`src/rtl/hazard_ctrl.sv`:
```
// Pipeline hazard/stall sequencer for a 3-stage core: load-use bubbles, redirect flushes, dmem freeze.
// Latency: all control outputs are combinational from the registered state and the current inputs.
// Backpressure: dmem_busy freezes PC, IF/ID and X/WB; it takes priority over redirects and load-use stalls.
module hazard_ctrl #(
  parameter int FLUSH_CYCLES = 1,
  parameter int MEM_TIMEOUT  = 255
) (
  input  logic        clk,
  input  logic        rst,
  input  logic        rf_wen_X,
  input  logic        ld_X,
  input  logic [4:0]  rd_X,
  input  logic [4:0]  rs1_ID,
  input  logic [4:0]  rs2_ID,
  input  logic        rs1_used_ID,
  input  logic        rs2_used_ID,
  input  logic        redirect_X,
  input  logic        dmem_busy,
  input  logic        clr_cnt,
  output logic        stall_PC,
  output logic        stall_ID,
  output logic        stall_X,
  output logic        bubble_X,
  output logic        flush_ID,
  output logic        timeout_err,
  output logic [31:0] stall_cycles,
  output logic [31:0] flush_cycles
);

  typedef enum logic [1:0] {
    RUN      = 2'd0,
    FLUSH    = 2'd1,
    MEM_WAIT = 2'd2
  } state_t;

  localparam logic [3:0] FC_RELOAD = 4'(FLUSH_CYCLES - 1);
  localparam logic [7:0] MT_LIMIT  = 8'(MEM_TIMEOUT);

  state_t      state_q, state_d;
  logic [3:0]  fcnt_q, fcnt_d;
  logic [7:0]  wait_cnt_q, wait_cnt_d;
  logic        timeout_q, timeout_d;
  logic [31:0] stall_cnt_q, stall_cnt_d;
  logic [31:0] flush_cnt_q, flush_cnt_d;

  logic ld_use;
  logic run_eval;
  logic freeze;
  logic flush;
  logic ld_stall;

  // Load-use hazard that the WB forwarding path cannot cover this cycle.
  always_comb begin
    ld_use = ld_X & rf_wen_X & (rd_X != 5'd0) &
             ((rs1_used_ID & (rs1_ID == rd_X)) | (rs2_used_ID & (rs2_ID == rd_X)));
  end

  // Next-state and control decode; MEM_WAIT exit reuses the RUN decision so redirect/ld_use add no latency.
  always_comb begin
    state_d    = state_q;
    fcnt_d     = fcnt_q;
    wait_cnt_d = wait_cnt_q;
    run_eval   = 1'b0;
    freeze     = 1'b0;
    flush      = 1'b0;
    ld_stall   = 1'b0;

    case (state_q)
      RUN: begin
        run_eval = 1'b1;
      end
      FLUSH: begin
        flush = 1'b1;
        if (dmem_busy) begin
          freeze = 1'b1;
        end else if (redirect_X) begin
          if (FLUSH_CYCLES == 1) begin
            state_d = RUN;
            fcnt_d  = 4'd0;
          end else begin
            fcnt_d = FC_RELOAD;
          end
        end else begin
          fcnt_d = fcnt_q - 4'd1;
          if (fcnt_q <= 4'd1) begin
            state_d = RUN;
            fcnt_d  = 4'd0;
          end
        end
      end
      MEM_WAIT: begin
        if (dmem_busy) begin
          freeze     = 1'b1;
          wait_cnt_d = (wait_cnt_q == 8'hFF) ? 8'hFF : wait_cnt_q + 8'd1;
        end else begin
          run_eval   = 1'b1;
          state_d    = RUN;
          wait_cnt_d = 8'd0;
        end
      end
      default: begin
        state_d = RUN;
      end
    endcase

    if (run_eval) begin
      if (dmem_busy) begin
        freeze     = 1'b1;
        state_d    = MEM_WAIT;
        wait_cnt_d = 8'd1;
      end else if (redirect_X) begin
        // A coincident load-use is dropped: the ID instruction is being discarded anyway.
        flush = 1'b1;
        if (FLUSH_CYCLES == 1) begin
          state_d = RUN;
        end else begin
          state_d = FLUSH;
          fcnt_d  = FC_RELOAD;
        end
      end else if (ld_use) begin
        ld_stall = 1'b1;
      end
    end
  end

  // Outputs; reset forces the flush-only pattern immediately, independent of clk.
  always_comb begin
    stall_PC = ~rst & (freeze | ld_stall);
    stall_ID = ~rst & (freeze | ld_stall);
    stall_X  = ~rst & freeze;
    bubble_X = ~rst & ld_stall;
    flush_ID = rst | flush;
  end

  // Sticky timeout flag and wrapping perf counters; clr_cnt wins over a same-cycle increment.
  always_comb begin
    timeout_d   = timeout_q | (dmem_busy & (wait_cnt_d == MT_LIMIT));
    stall_cnt_d = clr_cnt ? 32'd0 : stall_cnt_q + {31'd0, stall_PC};
    flush_cnt_d = clr_cnt ? 32'd0 : flush_cnt_q + {31'd0, flush_ID};
  end

  // State registers with asynchronous active-high reset.
  always_ff @(posedge clk or posedge rst) begin
    if (rst) begin
      state_q     <= RUN;
      fcnt_q      <= 4'd0;
      wait_cnt_q  <= 8'd0;
      timeout_q   <= 1'b0;
      stall_cnt_q <= 32'd0;
      flush_cnt_q <= 32'd0;
    end else begin
      state_q     <= state_d;
      fcnt_q      <= fcnt_d;
      wait_cnt_q  <= wait_cnt_d;
      timeout_q   <= timeout_d;
      stall_cnt_q <= stall_cnt_d;
      flush_cnt_q <= flush_cnt_d;
    end
  end

  assign timeout_err  = timeout_q;
  assign stall_cycles = stall_cnt_q;
  assign flush_cycles = flush_cnt_q;

endmodule

```
`config.mk`:
```
export PLATFORM = sky130hd
export DESIGN_NAME = hazard_ctrl
export DESIGN_NICKNAME = d
export VERILOG_FILES = /design/src/rtl/hazard_ctrl.sv
export SDC_FILE = /design/constraint.sdc
export NUM_CORES = 1
export LEC_CHECK = 0
export ABC_CLOCK_PERIOD_IN_PS = 6700
export CAP_MARGIN = 20
export CORE_MARGIN = 2
export CORE_UTILIZATION = 46
export CTS_BUF_LIST = sky130_fd_sc_hd__clkbuf_8
export CTS_CLUSTER_DIAMETER = 50
export DETAILED_ROUTE_END_ITERATION = 16
export PLACE_DENSITY = 0.84
export SLEW_MARGIN = 20
export SYNTH_ARGS = -nofsm -noshare
export SYNTH_HDL_FRONTEND = slang
export SYNTH_SLANG_ARGS = --single-unit
```
`constraint.sdc`:
```
create_clock -name clk -period 6.7 [get_ports clk]
set_input_delay 1.005 -clock clk [delete_from_list [all_inputs] [get_ports clk]]
set_output_delay 1.005 -clock clk [all_outputs]
set_load 0.1 [all_outputs]
```
Word level (Yosys, flattened, before mapping)
Index checks and enable logic that the tools add are counted.
- register bits: 79
- input bits: 24
- output and inout port bits: 70
- word-level logic and storage cells: 67
- add/sub/neg operators: 4
- order comparisons: 1
- equality and inequality tests: 6
- mux-type cells: 31
- bitwise logic cells: 15
- reductions and logical operators: 4
- operator list (cell ; number):
    32-bit by 1-bit adder with 32-bit output ; 2
    32-bit two-way mux ; 2
    8-bit two-way mux ; 5
    8-bit equality test (second input constant) ; 2
    2-bit two-way mux ; 7
    1-bit two-way mux ; 13
    5-bit equality test ; 2
    1-bit AND ; 9
    8-bit by 1-bit adder with 8-bit output (second input constant) ; 1
    4-bit two-way mux ; 2
    2-bit one-hot mux with 3 select lines ; 1
    5-bit nonzero test ; 1
    4-bit by 1-bit <= comparator with 1-bit output (second input constant) ; 1
    1-bit bitwise OR ; 4
    4-bit by 1-bit subtractor with 4-bit output (second input constant) ; 1
    2-bit by 1-bit equality test with 1-bit output (second input constant) ; 1
    2-bit equality test (second input constant) ; 1
    2-bit logical NOT ; 1
    1-bit inverter ; 2
    1-bit one-hot mux with 2 select lines ; 1
    2-bit AND reduction ; 1
    2-bit OR reduction ; 1

Depth between registers and ports, before layout
- depth after elaboration: 12
- mapped depth: 14
- mapped depth without buffers: 11

Worst setup path after synthesis
Ideal clock, no wire load.
- path kind: input to output
- from: input rst
- to: output stall_PC
- arrival: 5143 ps
- data required time: 5695 ps
- setup slack: 552 ps
- cell stages on the path: 6
- buffers on the path: 1
- cell sequence: inv_1 nand4_1 nor2_1 o21ai_0 o21bai_1 buf_4
- cells in the longest elaborated chain, start to end: 2
- RTL lines (what ; line ; source):
    from (decl) ; 9 ; input logic rst,
    1-bit inverter ; - ;
    1-bit AND ; - ;
    to (decl) ; 20 ; output logic stall_PC,
Every way passes these cells.

Worst setup path after layout
- from: input rd_X[2]
- to: output stall_ID
- cells in the longest elaborated chain, start to end: 10
- elaborated cells between the ends (all ways): 14
- classes of those cells: eq/ne (2); mux (4); bitwise (7); reduce/logical (1)
- RTL lines (what ; line ; source):
    from (decl) ; 12 ; input logic [4:0] rd_X,
    5-bit equality test ; 55 ; ((rs1_used_ID & (rs1_ID == rd_X)) | (rs2_used_ID & (rs2_ID == rd_X)));
    1-bit AND ; 55 ;
    1-bit bitwise OR ; 55 ;
    1-bit AND * ; 54 ; ld_use = ld_X & rf_wen_X & (rd_X != 5'd0) &
    1-bit two-way mux * ; 120 ; end else if (ld_use) begin
    1-bit two-way mux * ; 111 ; end else if (redirect_X) begin
    1-bit two-way mux * ; 107 ; if (dmem_busy) begin
    1-bit two-way mux * ; 106 ; if (run_eval) begin
    1-bit bitwise OR * ; 129 ; stall_ID = ~rst & (freeze | ld_stall);
    1-bit AND * ; 129 ;
    to (decl) ; 21 ; output logic stall_ID,
Mark *: on every way between the ends. The rest lies on a longest branch, timed or not.

==> metrics.txt <==
status complete, no violations; via count 3685; hold buffers post-CTS 0; synth-to-layout area growth 26.30%; DR vias/cell 5.626; Final WS setup 1.993 ns; WP buf/inv 2; final setup TNS 0 ns; Syn Area/Cell 9.535 um2; Net Sw Frac 0.3239; Reg-to-Reg End flush_cycles[24]$_DFF_PP0_; Seq/Total Area, Yosys 0.4547; Die H 101.2 um; Worst R2R Setup Slack 3.20 ns; Synth Flop Type dfrtp_1; Net Sw Power 0.3337 mW; Cell Area, Synth 4348 um2; Critical R2R Launch state_q[0]$_DFF_PP0_; Rel. slew slack 0.3049; Worst R2R Path Depth 11; core area 9196 um2; clock sinks 79; Max FO, Critical Path 4; HPWL Detailed 6977 um; Synth area leaders dfrtp_1, xor2_1, nor2_1; Final Setup Violations 0; Crit path top cell by count clkdlybuf4s50_1; largest net degree at the start of global routing 80; crit-path cells clkdlybuf4s50_1, xor2_1, nor4_1, and3_1, a31oi_1, o21bai_1, clkdlybuf4s50_1; first-pass GRT wire length 16750 um; Pint 0.6967 mW; EDFF count, synth 0; Final Routed Wirelength 9877 um; final hold violation count 0; Clk pwr share 0.305; drt wl/cell 15.08 um; first-pass detailed-route iteration total 5; number of CTS-inserted buffers 9; quantity of gates resized following cts 0; CP startpoint kind input pin; Slew Viols, Final 0; number of global-route vias before repair 3652; CP required 5.69 ns; worst slack, placed 2.000 ns; Max Cap Viol 0; CP peak stage delay 1.20 ns; Worst Path Arrival 3.70 ns; Post-synth ARST share 1.000; number of setup buffers added after CTS 0; source of the worst hold timing path timeout_err$_DFF_PP0_; leakage power 2.257 nW; Skew-Pair Late Insertion Delay 0.34 ns; CTS Buffer Depth 2; clock slew at reported path FFs 0.08 ns; synth unique cells 47; die area 10250 um2; Max IR drop VDD 0.1962 mV; share of cells above drive strength 1 0.06250; Yosys top cell area share 0.4547; row count 35; FF+latch count, synth 79; power share of the sequential group 0.494; Nets 574; clock skew 0.01452 ns; Period minus WS final 4.707 ns; initial antenna violation count 0; Syn. warnings 0; Post-DRT Antenna Nets 0; worst min path class flip-flop to flip-flop; CP endpoint kind output port; synthesized net count 491; DR DRC count 0; # IOs 94; post-synthesis cell count 456; Placer Congestion 0.8654; Die W 101.2 um; maximum clock rate 0.2125 GHz; Hold EP timeout_err$_DFF_PP0_; CP max-delay cell clkdlybuf4s50_1; Starting Density 0.4728; H-Tree Depth 3; Hold Path Depth 1; RSZ-0062 raised after global routing no; ANT cells 0; Iter 0 DRT Violations 132; IO buf count 93; Pwr Density 187.6 nW/um2; most frequent cells after synthesis dfrtp_1, nor2_1, xor2_1; Worst-Margin Slew 1.039 ns; delay-heaviest family, CP buffers and inverters; CTS tree built; combinational cell fraction of total power 0.201; fin crit share 0.7025; top-count cell post-synth dfrtp_1; cell taking the most area after synthesis dfrtp_1; clk root buf clkbuf_8; critical path type input pin to output port; overflow left after global routing 0; GRT Overall Usage 0.2015
[cell type report]
cell class | count | area [um2]
fillers | 790 | 3705
multi-input cells | 339 | 2197
repair buffers | 95 | 947.2
well taps | 111 | 138.9
inverters | 15 | 56.30
clock inverters | 6 | 37.54
clock buffers | 10 | 137.6
flip-flops and latches | 79 | 1977
[power groups by stage]
stage / clock network, mW / registers [mW] / logic [mW]
2_1_floorplan: 0 / 0.540 / 0.125
3_3_place_gp: 0 / 0.516 / 0.200
3_5_place_dp: 0 / 0.518 / 0.205
4_1_cts: 0.325 / 0.508 / 0.207
5_1_grt: 0.346 / 0.511 / 0.226
6_report: 0.315 / 0.509 / 0.207
[worst reg2reg max path: cells and delay by family, from the launching register on]
family,cells,cell delay [ns]
xor gates and xnor gates,1,0.19
and+or+nand+nor,4,1.11
buffers and inverters,1,0.10
AOI/OAI and AO/OA,2,0.52
adders and majority gates,3,1.03
DFF,1,0.42
[through the flow]
stage | cell area, um2 | cells | total power [mW] | hold slack (ns) | util
global placement | 5310 | 639 | 0.7163 | 0.4575 | 0.5774
CTS | 5485 | 655 | 1.040 | 0.4861 | 0.5965
finish | 5492 | 655 | 1.030 | 0.4789 | 0.5971
global route | 5492 | 655 | 1.083 | 0.5098 | 0.5971
detailed placement | 5310 | 639 | 0.7235 | 0.4626 | 0.5774
floorplan | 4348 | 456 | 0.6651 | 0.4644 | -
[how the worst max path moves through the flow]
| stage | startpoint | end | slack, ns | depth (start not counted) |
|---|---|---|---|---|
| floorplan | rst | stall_PC | 0.55 | 6 |
| global placement | rd_X[2] | stall_PC | 2.06 | 7 |
| detailed placement | rd_X[2] | stall_PC | 2.00 | 7 |
| CTS | rd_X[2] | stall_PC | 1.99 | 7 |
| global route | dmem_busy | stall_ID | 1.84 | 7 |
| finish | rd_X[2] | stall_ID | 1.99 | 7 |
[metal layers]
layer / global-route usage / wire length (um) / vias to the layer above / share of wire
li1: - / - / 1750 / -
met1: 0.2596 / 4313 / 1819 / 0.44
met2: 0.3413 / 4933 / 104 / 0.50
met3: 0.04141 / 510 / 12 / 0.052
met4: 0.06445 / 118 / 0 / 0.012
met5: 0 / 0 / - / 0
[flip-flops by register name (all words and copies together), names as in the netlist]
register      cells
flush_cycles     32
timeout_err       1
wait_cnt_q        8
state_q           2
stall_cycles     32
fcnt_q            4
[kinds of logic (layout without fill, tap and decap cells)]
kind of cell | after synthesis | in the layout | synth area share
simple gates | 213 | 213 | 0.2694
flops | 79 | 79 | 0.4547
xor+xnor | 66 | 66 | 0.1330
compound gates | 48 | 48 | 0.06878
buf+inv | 38 | 126 | 0.04000
fa+ha+maj | 11 | 11 | 0.03165
mux | 1 | 1 | 0.002590
[cell usage in the layout, fill, tap and decap left out, types with 11 or more instances in the layout]
| cell | netlist | routed |
|---|---|---|
| nand4_1 | 16 | 16 |
| ha_1 | 11 | 11 |
| clkdlybuf4s50_1 | 0 | 92 |
| xor2_1 | 38 | 38 |
| dfrtp_1 | 79 | 79 |
| and4_1 | 11 | 11 |
| a21oi_1 | 13 | 13 |
| inv_1 | 15 | 15 |
| xnor2_1 | 28 | 28 |
| nand3_1 | 25 | 25 |
| nor2_1 | 70 | 70 |
| o21ai_0 | 15 | 15 |
| nand2_1 | 28 | 28 |
| and3_1 | 12 | 12 |
(Power assumes the default switching activity.)
